==> config.mk <==
export PLATFORM = sky130hd
export DESIGN_NAME = narrowing_sign_reducer
export DESIGN_NICKNAME = d
export VERILOG_FILES = /design/src/rtl/narrowing_sign_reducer.sv
export SDC_FILE = /design/constraint.sdc
export NUM_CORES = 1
export LEC_CHECK = 0
export BUFFER_PORTS_ARGS = -buffer_cell sky130_fd_sc_hd__buf_4
export CAP_MARGIN = 0
export CORE_MARGIN = 10
export CORE_UTILIZATION = 36
export CTS_BUF_LIST = sky130_fd_sc_hd__clkbuf_16
export DETAILED_ROUTE_END_ITERATION = 10
export GPL_TIMING_DRIVEN = 1
export PLACE_DENSITY = 0.71
export SLEW_MARGIN = 25
export SYNTH_ARGS = -nofsm -noshare
export SYNTH_HDL_FRONTEND = slang
export SYNTH_SLANG_ARGS = --single-unit
==> constraint.sdc <==
create_clock -name clock -period 1.7 [get_ports clock]
set_input_delay 0.085 -clock clock [delete_from_list [all_inputs] [get_ports clock]]
set_output_delay 0.085 -clock clock [all_outputs]
set_load 0.02 [all_outputs]
==> src/rtl/narrowing_sign_reducer.sv <==
// narrowing_sign_reducer: narrows signed IN_W words to signed OUT_W immediates, flags words
// that do not fit (optionally saturating them) behind one registered valid/ready output stage.
module narrowing_sign_reducer #(
   parameter int IN_W  = 8,
   parameter int OUT_W = 5,
   parameter int CNT_W = 8
) (
   input  logic             clock,
   input  logic             reset_n,
   input  logic             in_valid,
   output logic             in_ready,
   input  logic [IN_W-1:0]  in_data,
   input  logic             sat_en,
   output logic             out_valid,
   input  logic             out_ready,
   output logic [OUT_W-1:0] out_data,
   output logic             out_ovf,
   input  logic             clear_ovf,
   output logic             ovf_sticky,
   output logic [CNT_W-1:0] ovf_count
);

   // head = the dropped bits plus the new sign bit; a word fits when all of them agree
   localparam int HEAD_W = IN_W - OUT_W + 1;

   localparam logic [OUT_W-1:0] SAT_MIN = {1'b1, {(OUT_W-1){1'b0}}};
   localparam logic [OUT_W-1:0] SAT_MAX = {1'b0, {(OUT_W-1){1'b1}}};
   localparam logic [CNT_W-1:0] CNT_MAX = {CNT_W{1'b1}};
   localparam logic [CNT_W-1:0] CNT_ONE = CNT_W'(1);

   logic [HEAD_W-1:0] head;
   logic              fits;
   logic [OUT_W-1:0]  narrowed;
   logic              accept;
   logic              ovf_event;

   assign head      = in_data[IN_W-1:OUT_W-1];
   assign fits      = (head == '0) || (head == '1);
   assign in_ready  = !out_valid || out_ready;
   assign accept    = in_valid && in_ready;
   assign ovf_event = accept && !fits;

   always_comb begin
      narrowed = in_data[OUT_W-1:0];
      if (!fits && sat_en) begin
         narrowed = in_data[IN_W-1] ? SAT_MIN : SAT_MAX;
      end
   end

   always_ff @(posedge clock or negedge reset_n) begin
      if (!reset_n) begin
         out_valid <= 1'b0;
         out_data  <= '0;
         out_ovf   <= 1'b0;
      end else if (accept) begin
         out_valid <= 1'b1;
         out_data  <= narrowed;
         out_ovf   <= !fits;
      end else if (out_ready) begin
         out_valid <= 1'b0;
      end
   end

   // an overflow accepted in the clear cycle is counted as the first event after the clear
   always_ff @(posedge clock or negedge reset_n) begin
      if (!reset_n) begin
         ovf_sticky <= 1'b0;
         ovf_count  <= '0;
      end else if (ovf_event) begin
         ovf_sticky <= 1'b1;
         if (clear_ovf) begin
            ovf_count <= CNT_ONE;
         end else if (ovf_count != CNT_MAX) begin
            ovf_count <= ovf_count + CNT_ONE;
         end
      end else if (clear_ovf) begin
         ovf_sticky <= 1'b0;
         ovf_count  <= '0;
      end
   end

endmodule

; ---- Word-level counts from Yosys, hierarchy flattened
; Cells that the tools add are included.
[classes]
add_sub_neg = 1
n_eq_ne = 2
muxes = 10
n_reduce_logical = 12
[op_table]
columns = operator, n
row1 = two-way mux 8 bit, 4
row2 = two-way mux 5 bit, 2
row3 = adder 8 x 1 -> 8 bit (second input constant), 1
row4 = != test 8 bit (second input constant), 1
row5 = nonzero test 2 bit, 3
row6 = == test 4 bit (second input constant), 1
row7 = logical NOT 4 bit, 1
row8 = two-way mux 1 bit, 4
row9 = logical AND 1 bit, 3
row10 = logical NOT 1 bit, 2
row11 = logical OR 1 bit, 2
row12 = AND reduction 2 bit, 1
[totals]
regBits = 16
inputBits = 14
output_inout_bits = 17
elab_cells = 30

; ---- Longest topological paths before layout
; Gate-level depths: netlist (run 1).
[depth]
depth_word = 6
mapped_depth = 6
mapped_depth_nobuf = 5

; ---- Least setup slack after synthesis (run 1)
; Ideal clock, no wire load.
[synth_timing]
path_type = register -> register
start = register out_valid
end = register ovf_count[5]
setup_time_ns = 0.125
arrival_time_ns = 1.560
t_required_ns = 1.575
slack_ns = 0.015
stages_incl_launch_ff = 5
path_buffers = 0
synth_period_minus_slack_ns = 1.685
path_cell_list = dfrtp_1 nand2b_1 nand4b_4 nor4_1 mux2_2
[synth_between]
elab_chain_cells = 6
elab_cells_between_ends = 7
cone_classes = mux: 1 / reduce/logical: 6
[synth_rtl]
columns = element, line
row1 = "start, declared", 14  ; output logic out_valid,
row2 = "start signal, assigned", 52  ; out_valid <= 1'b0;
row3 = "start signal, assigned", 56  ; out_valid <= 1'b1;
row4 = "start signal, assigned", 60  ; out_valid <= 1'b0;
row5 = logical NOT 1 bit (*), 39  ; assign in_ready = !out_valid || out_ready;
row6 = logical OR 1 bit (*), 39
row7 = via in_ready, 11  ; output logic in_ready,
row8 = logical AND 1 bit (*), 40  ; assign accept = in_valid && in_ready;
row9 = logical AND 1 bit (*), 41  ; assign ovf_event = accept && !fits;
row10 = nonzero test 2 bit (no source line), --
row11 = AND reduction 2 bit (no source line), --
row12 = "end signal, assigned", 74  ; ovf_count <= ovf_count + CNT_ONE;
row13 = "end, declared", 20  ; output logic [CNT_W-1:0] ovf_count
; The timed path passes the listed nets; every way through them passes the cells marked *.
; A chain may end at the register's enable or synchronous reset.

; ---- Worst setup path in the final report (run 1)
[layout_timing]
start = register ovf_count[1]
end = register ovf_count[4]
[layout_between]
elab_chain_cells = 4
elab_cells_between_ends = 7
cone_classes = add/sub: 1 / eq/ne: 1 / mux: 3 / reduce/logical: 2
[layout_rtl]
columns = element, line
row1 = adder 8 x 1 -> 8 bit, 74
row2 = two-way mux 8 bit, 73  ; end else if (ovf_count != CNT_MAX) begin
row3 = two-way mux 8 bit, 71  ; if (clear_ovf) begin
row4 = two-way mux 8 bit, 69  ; end else if (ovf_event) begin
; Parallel ways exist; a longest one is shown, timed or not. The select of a mux whose other input is x is not followed.

==> results.py, run 1 <==
metrics = {
    "cells_and_area": {
        "regArea_um2": 400,
        "area_growth_syn_to_layout_pct": 47.0,
        "multi_input_area_um2": 435,
        "antenna-diode-count": 0,
        "n_fill_cell": 202,
        "nNetsFinal": 147,
        "fin_util_pct": 56.6,
        "layout-drive-gt1-share_pct": 38.9,
    },
    "global_routing": {
        "antenna_found_initial": 0,
        "grt_max_degree": 17,
        "grt_usage_pct": 10.0,
        "grt_pass1_vias": 833,
        "grt_pass1_wl_mm": 3.64,
        "gr-total-overflow": 0,
    },
    "power": {
        "p_per_area_nw_per_um2": 897,
        "ir_drop_mv": 0.519,
        "leakage_nw": 0.581,
    },
    "sta": {
        "layout_setup_ws_ps": 90.3,
        "period_needed_ps": 1610,
        "clock_skew_ps": 2.33,
        "tightest_slew_ps": 415,
        "worst_slew_margin_rel_pct": 72.1,
        "setup_viol": 0,
        "fmax_mhz": 621,
        "finalHoldViolCount": 0,
        "slew_viol_final": 0,
        "final.period_utilization_pct": 94.7,
    },
    "synth": {
        "syn_area_um2": 860,
        "post-synth-top-area-cell": "dfrtp_1",
        "yosys_warnings": 0,
        "syn_inst": 92,
        "synth_fp_nets": 107,
        "avgSynthCellArea_um2": 9.34,
        "ys_types": 27,
        "synth_top_cell_area_share_pct": 46.6,
        "synthFlopType": "dfrtp_1",
        "yosys_register_bits": 16,
        "yosysSeqAreaShare_pct": 46.6,
        "synth_area_leaders": "dfrtp_1 (47%), nand2_1 (6.1%), o21ai_0 (4.7%), o31a_1 (4.1%), or4_1 (3.5%)",
        "async_flop_share_pct": 100,
        "synth_edf_count": 0,
    },
    "worst_setup_path": {
        "crit_required_ps": 1880,
        "start_kind": "flip-flop",
        "cp-end-kind": "flip-flop",
        "r2r_start": "ovf_count[1]$_DFFE_PN0P_",
        "worstPathMaxFanout": 11,
        "cp.arrival_ps": 1790,
        "reg2reg_depth": 6,
        "crit_start": "ovf_count[1]$_DFFE_PN0P_",
        "crit_type": "flip-flop to flip-flop",
    },
    "cts": {
        "cts.sinks": 16,
        "htreeDepth": 1,
        "clkLatencyLatePin_ps": 250,
        "cts_made_buffers": 3,
        "clockBufferDepth": 2,
        "cts_root_buffer": "clkbuf_16",
        "cts_tree": "yes",
        "clkTransAtPathRegs_ps": 50,
    },
    "routing": {
        "wl_per_cell_um": 14.0,
        "ant_nets": 0,
        "wl_mm": 2.23,
        "drt_pre_antenna_iters": 4,
        "remaining_drc_errors": 0,
        "first_iter_violations": 53,
        "viasPerCell": 5.26,
        "vias": 836,
    },
    "die": {
        "start_util_pct": 38.5,
        "ioPinCount": 31,
        "dieArea_um2": 4740,
        "core_um2": 2230,
        "die_w_um": 68.9,
        "rows": 17,
        "die_y_um": 68.9,
    },
    "place": {
        "pre_cts_ws_ps": 44.1,
        "dp_hpwl_mm": 1.71,
        "gp_congestion": 0.788,
        "io_buffers": 30,
    },
    "hold_path": {
        "holdCritStartpoint": "clear_ovf",
        "hold-path-cell-count": 2,
        "worstHoldPathType": "input port to flip-flop",
    },
    "run": {
        "cap_violations": 0,
    },
    "run_status": {
        "run_status": "complete, no violations",
    },
}
metal layers:
metal	vias up	share of wire [%]	global-route usage, %
met5	-	0	0
li1	414	-	-
met2	32	47	16.0
met1	385	41	11.1
met3	5	10	4.19
met4	0	2.0	5.17
cells by family after synthesis:
| group | Yosys count | share of synthesized area (%) |
|---|---|---|
| mux | 3 | 3.78 |
| fa+ha+maj | 1 | 1.46 |
| buf+inv | 9 | 4.51 |
| compound gates | 22 | 16.3 |
| simple gates | 41 | 27.4 |
| flops | 16 | 46.6 |
layout by cell type, fill, tap and decap left out, drive strengths merged, types with 2 or more instances in the layout:
master	n
a21oi	5
buf	38
clkbuf	3
dfrtp	16
inv	5
mux2	2
nand2	14
nand2b	2
nand3	3
nor2	6
nor2b	2
nor3	2
nor4	3
o21ai	8
o31a	4
o31ai	3
or4	5
cell usage after synthesis, types with 3 or more instances:
| cell type | n |
|---|---|
| nor2_1 | 6 |
| o31a_1 | 4 |
| inv_1 | 5 |
| nand3_1 | 3 |
| o31ai_1 | 3 |
| a21oi_1 | 5 |
| nand2_1 | 14 |
| or4_1 | 4 |
| nor4_1 | 3 |
| o21ai_0 | 8 |
| dfrtp_1 | 16 |
registers in the layout, indices dropped and copies added (netlist names):
register	count
out_ovf	1
ovf_count	8
out_data	5
ovf_sticky	1
out_valid	1
stage by stage:
stage	instance area, um2	instances	hold WS [ps]	total power [mW]	TNS, ps
after floorplan	860	92	-211	0.553	0
after global placement	1140	152	-42.4	0.668	0
after detailed placement	1140	152	-42.6	0.673	0
after CTS	1230	157	69.0	1.15	0
after global routing	1260	159	75.2	1.19	-3.33
final	1260	159	66.1	1.13	0
worst paths after layout:
| path | slack, ps | end |
|---|---|---|
| setup / recovery | 90 | ovf_count[4]$_DFFE_PN0P_ |
| hold / removal | 70 | ovf_count[4]$_DFFE_PN0P_ |
| setup reg to reg | 90 | ovf_count[4]$_DFFE_PN0P_ |
| hold reg to reg | 490 | out_ovf$_DFFE_PN0P_ |
| max in group asynchronous | 1290 | out_data[4]$_DFFE_PN0P_ |
| min in group asynchronous | 230 | ovf_count[3]$_DFFE_PN0P_ |
worst max-delay path: stages (launching register included):
cell	delay [ps]
dfrtp_1	410
ha_2	200
nand2_2	80
nor3_1	40
buf_4	170
or4_1	500
a21oi_2	140
layout make-up:
class	count	share of cell area, %
clock buffers	3	5.94
clock inverters	1	0.297
inverters	5	1.49
multi-input cells	67	34.5
flip-flops and latches	16	31.7
well taps	28	2.77
repair buffers	39	23.4
what timing repair did:
item,in CTS,in global routing
resized for setup,0,4
hold endpoints to repair,16,0
setup buffers,0,2
hold buffers,1,0
endpoints found under the setup margin,0,5
power by group:
part	leakage (nW)	total (mW)	switching (mW)	internal, mW
Clock	0.0385	0.460	0.148	0.312
Combinational	0.337	0.240	0.129	0.112
Sequential	0.206	0.434	0.0200	0.414
No activity file was read; power rests on OpenSTA's default activity.
==> run 2, diff against run 1 <==
Clock period 1.7 ns to 1.6 ns, I/O delays scaled along.
==> results.py, run 2 (synthesis results as in run 1) <==
metrics = {
    "global_routing": {
        "grt_pass1_vias": 911,
        "grt_max_degree": 17,
        "grt_usage_pct": 10.9,
        "antenna_found_initial": 0,
        "grt_pass1_wl_mm": 3.96,
        "gr-total-overflow": 0,
    },
    "die": {
        "start_util_pct": 38.5,
        "ioPinCount": 31,
        "core_um2": 2230,
        "die_w_um": 68.9,
        "die_y_um": 68.9,
        "rows": 17,
        "dieArea_um2": 4740,
    },
    "hold_path": {
        "worstHoldPathType": "input port to flip-flop",
    },
    "sta": {
        "clock_skew_ps": 0.835,
        "rsz0062_at_grt": "no",
        "finalHoldViolCount": 0,
        "final.period_utilization_pct": 93.9,
        "slew_viol_final": 0,
        "setup_viol": 0,
        "tightest_slew_ps": 391,
        "period_needed_ps": 1500,
        "holdWs_ps": 65.3,
        "worst_slew_margin_rel_pct": 73.8,
        "fmax_mhz": 666,
    },
    "cells_and_area": {
        "final_common_cell": "buf_4",
        "area_growth_syn_to_layout_pct": 59.0,
        "fin_util_pct": 61.2,
        "largest_reg_flops": 8,
        "top_regs": "ovf_count x8, out_data x5",
        "nNetsFinal": 156,
        "antenna-diode-count": 0,
        "layout_common_cells": "buf_4 (47), nand2_1 (14), dfrtp_1 (14)",
        "layout-drive-gt1-share_pct": 45.0,
        "fin_cells": 168,
        "regMostFlops": "ovf_count",
    },
    "worst_setup_path": {
        "cp.arrival_ps": 1630,
        "worstPathMaxFanout": 14,
        "cp-end-kind": "flip-flop",
        "crit_type": "flip-flop to flip-flop",
        "start_kind": "flip-flop",
        "crit_required_ps": 1730,
    },
    "power": {
        "sequentialPowerShare_pct": 37.9,
        "p_per_area_nw_per_um2": 896,
        "leakage_nw": 0.651,
        "switchingPower_uw": 324,
        "swShare_pct": 26.5,
        "power_frac_comb_pct": 22.3,
        "p_int_uw": 900,
        "pwr-share-clk_pct": 39.9,
        "ir_drop_mv": 0.540,
    },
    "routing": {
        "remaining_drc_errors": 0,
        "wl_mm": 2.49,
        "ant_nets": 0,
        "drt_pre_antenna_iters": 4,
        "first_iter_violations": 24,
        "wl_per_cell_um": 14.8,
        "vias": 892,
        "viasPerCell": 5.31,
    },
    "place": {
        "dp_hpwl_mm": 1.96,
        "gp_congestion": 0.761,
        "dpl.cell_count": 160,
        "io_buffers": 30,
    },
    "run": {
        "cap_violations": 0,
    },
    "cts": {
        "clkLatencyLatePin_ps": 240,
        "cts_tree": "yes",
        "htreeDepth": 1,
        "clockBufferDepth": 2,
        "cts_root_buffer": "clkbuf_16",
        "cts.sinks": 16,
        "clkTransAtPathRegs_ps": 50,
        "cts_made_buffers": 3,
    },
    "run_status": {
        "run_status": "complete, no violations",
    },
}
==> run 2: final cells by class <==
type	count	area (um2)
clock buffers	3	75.1
clock inverters	1	3.75
fillers	196	867
inverters	5	18.8
multi-input cells	67	468
flip-flops and latches	16	403
well taps	28	35.0
repair buffers	48	363
==> run 2: worst paths after layout <==
path	start	to	slack (ps)	cells past startpoint
worst max-delay path	out_valid$_DFFE_PN0P_	ovf_count[5]$_DFFE_PN0P_	100	4
worst min-delay path	clear_ovf	ovf_count[1]$_DFFE_PN0P_	70	2
worst max register to register	out_valid$_DFFE_PN0P_	ovf_count[5]$_DFFE_PN0P_	100	4
worst min register to register	out_ovf$_DFFE_PN0P_	out_ovf$_DFFE_PN0P_	490	2
max in group asynchronous	reset_n	ovf_count[1]$_DFFE_PN0P_	1150	2
min in group asynchronous	reset_n	ovf_count[5]$_DFFE_PN0P_	240	2
==> run 2: repair_timing <==
action                                 4_1_cts  5_1_grt
pin swaps                                    0        1
hold buffers                                 1        0
buffers inserted                             0        3
setup endpoints to repair                    7        2
endpoints found under the hold margin       16        0
cloned                                       0        0
gates resized for setup                      2        3
==> run 2: through the flow <==
stage / instance area (um2) / setup WS, ps / total power, mW / TNS (ps)
after floorplan: 877 / 4.12 / 0.594 / 0
after global placement: 1220 / -110 / 0.723 / -148
after detailed placement: 1220 / -170 / 0.735 / -546
after CTS: 1320 / 33.0 / 1.22 / 0
after global routing: 1370 / 0.986 / 1.28 / 0
final: 1370 / 97.6 / 1.22 / 0
==> run 2: critical path, cell delays in order, from the launching register on <==
cell and delay (ps):
dfrtp_1 380, nand2b_2 100, nand4b_4 210, nor4_2 330, mux2_2 350
==> run 2: per-layer routing <==
metal,part of all wire (%),GRT usage (%),wire length [um],vias up
li1,-,-,-,431
met1,40,11.3,993,429
met2,50,19.4,1250,28
met3,8.8,4.99,220,4
met4,1.1,2.96,27,0
met5,0,0,0,-
==> run 2: power by group through the flow <==
| stage | sequential [mW] | clock, mW | combinational [mW] |
|---|---|---|---|
| 2_1_floorplan | 0.515 | 0 | 0.0793 |
| 3_3_place_gp | 0.468 | 0 | 0.255 |
| 3_5_place_dp | 0.470 | 0 | 0.265 |
| 4_1_cts | 0.464 | 0.490 | 0.269 |
| 5_1_grt | 0.468 | 0.516 | 0.301 |
| 6_report | 0.464 | 0.488 | 0.272 |
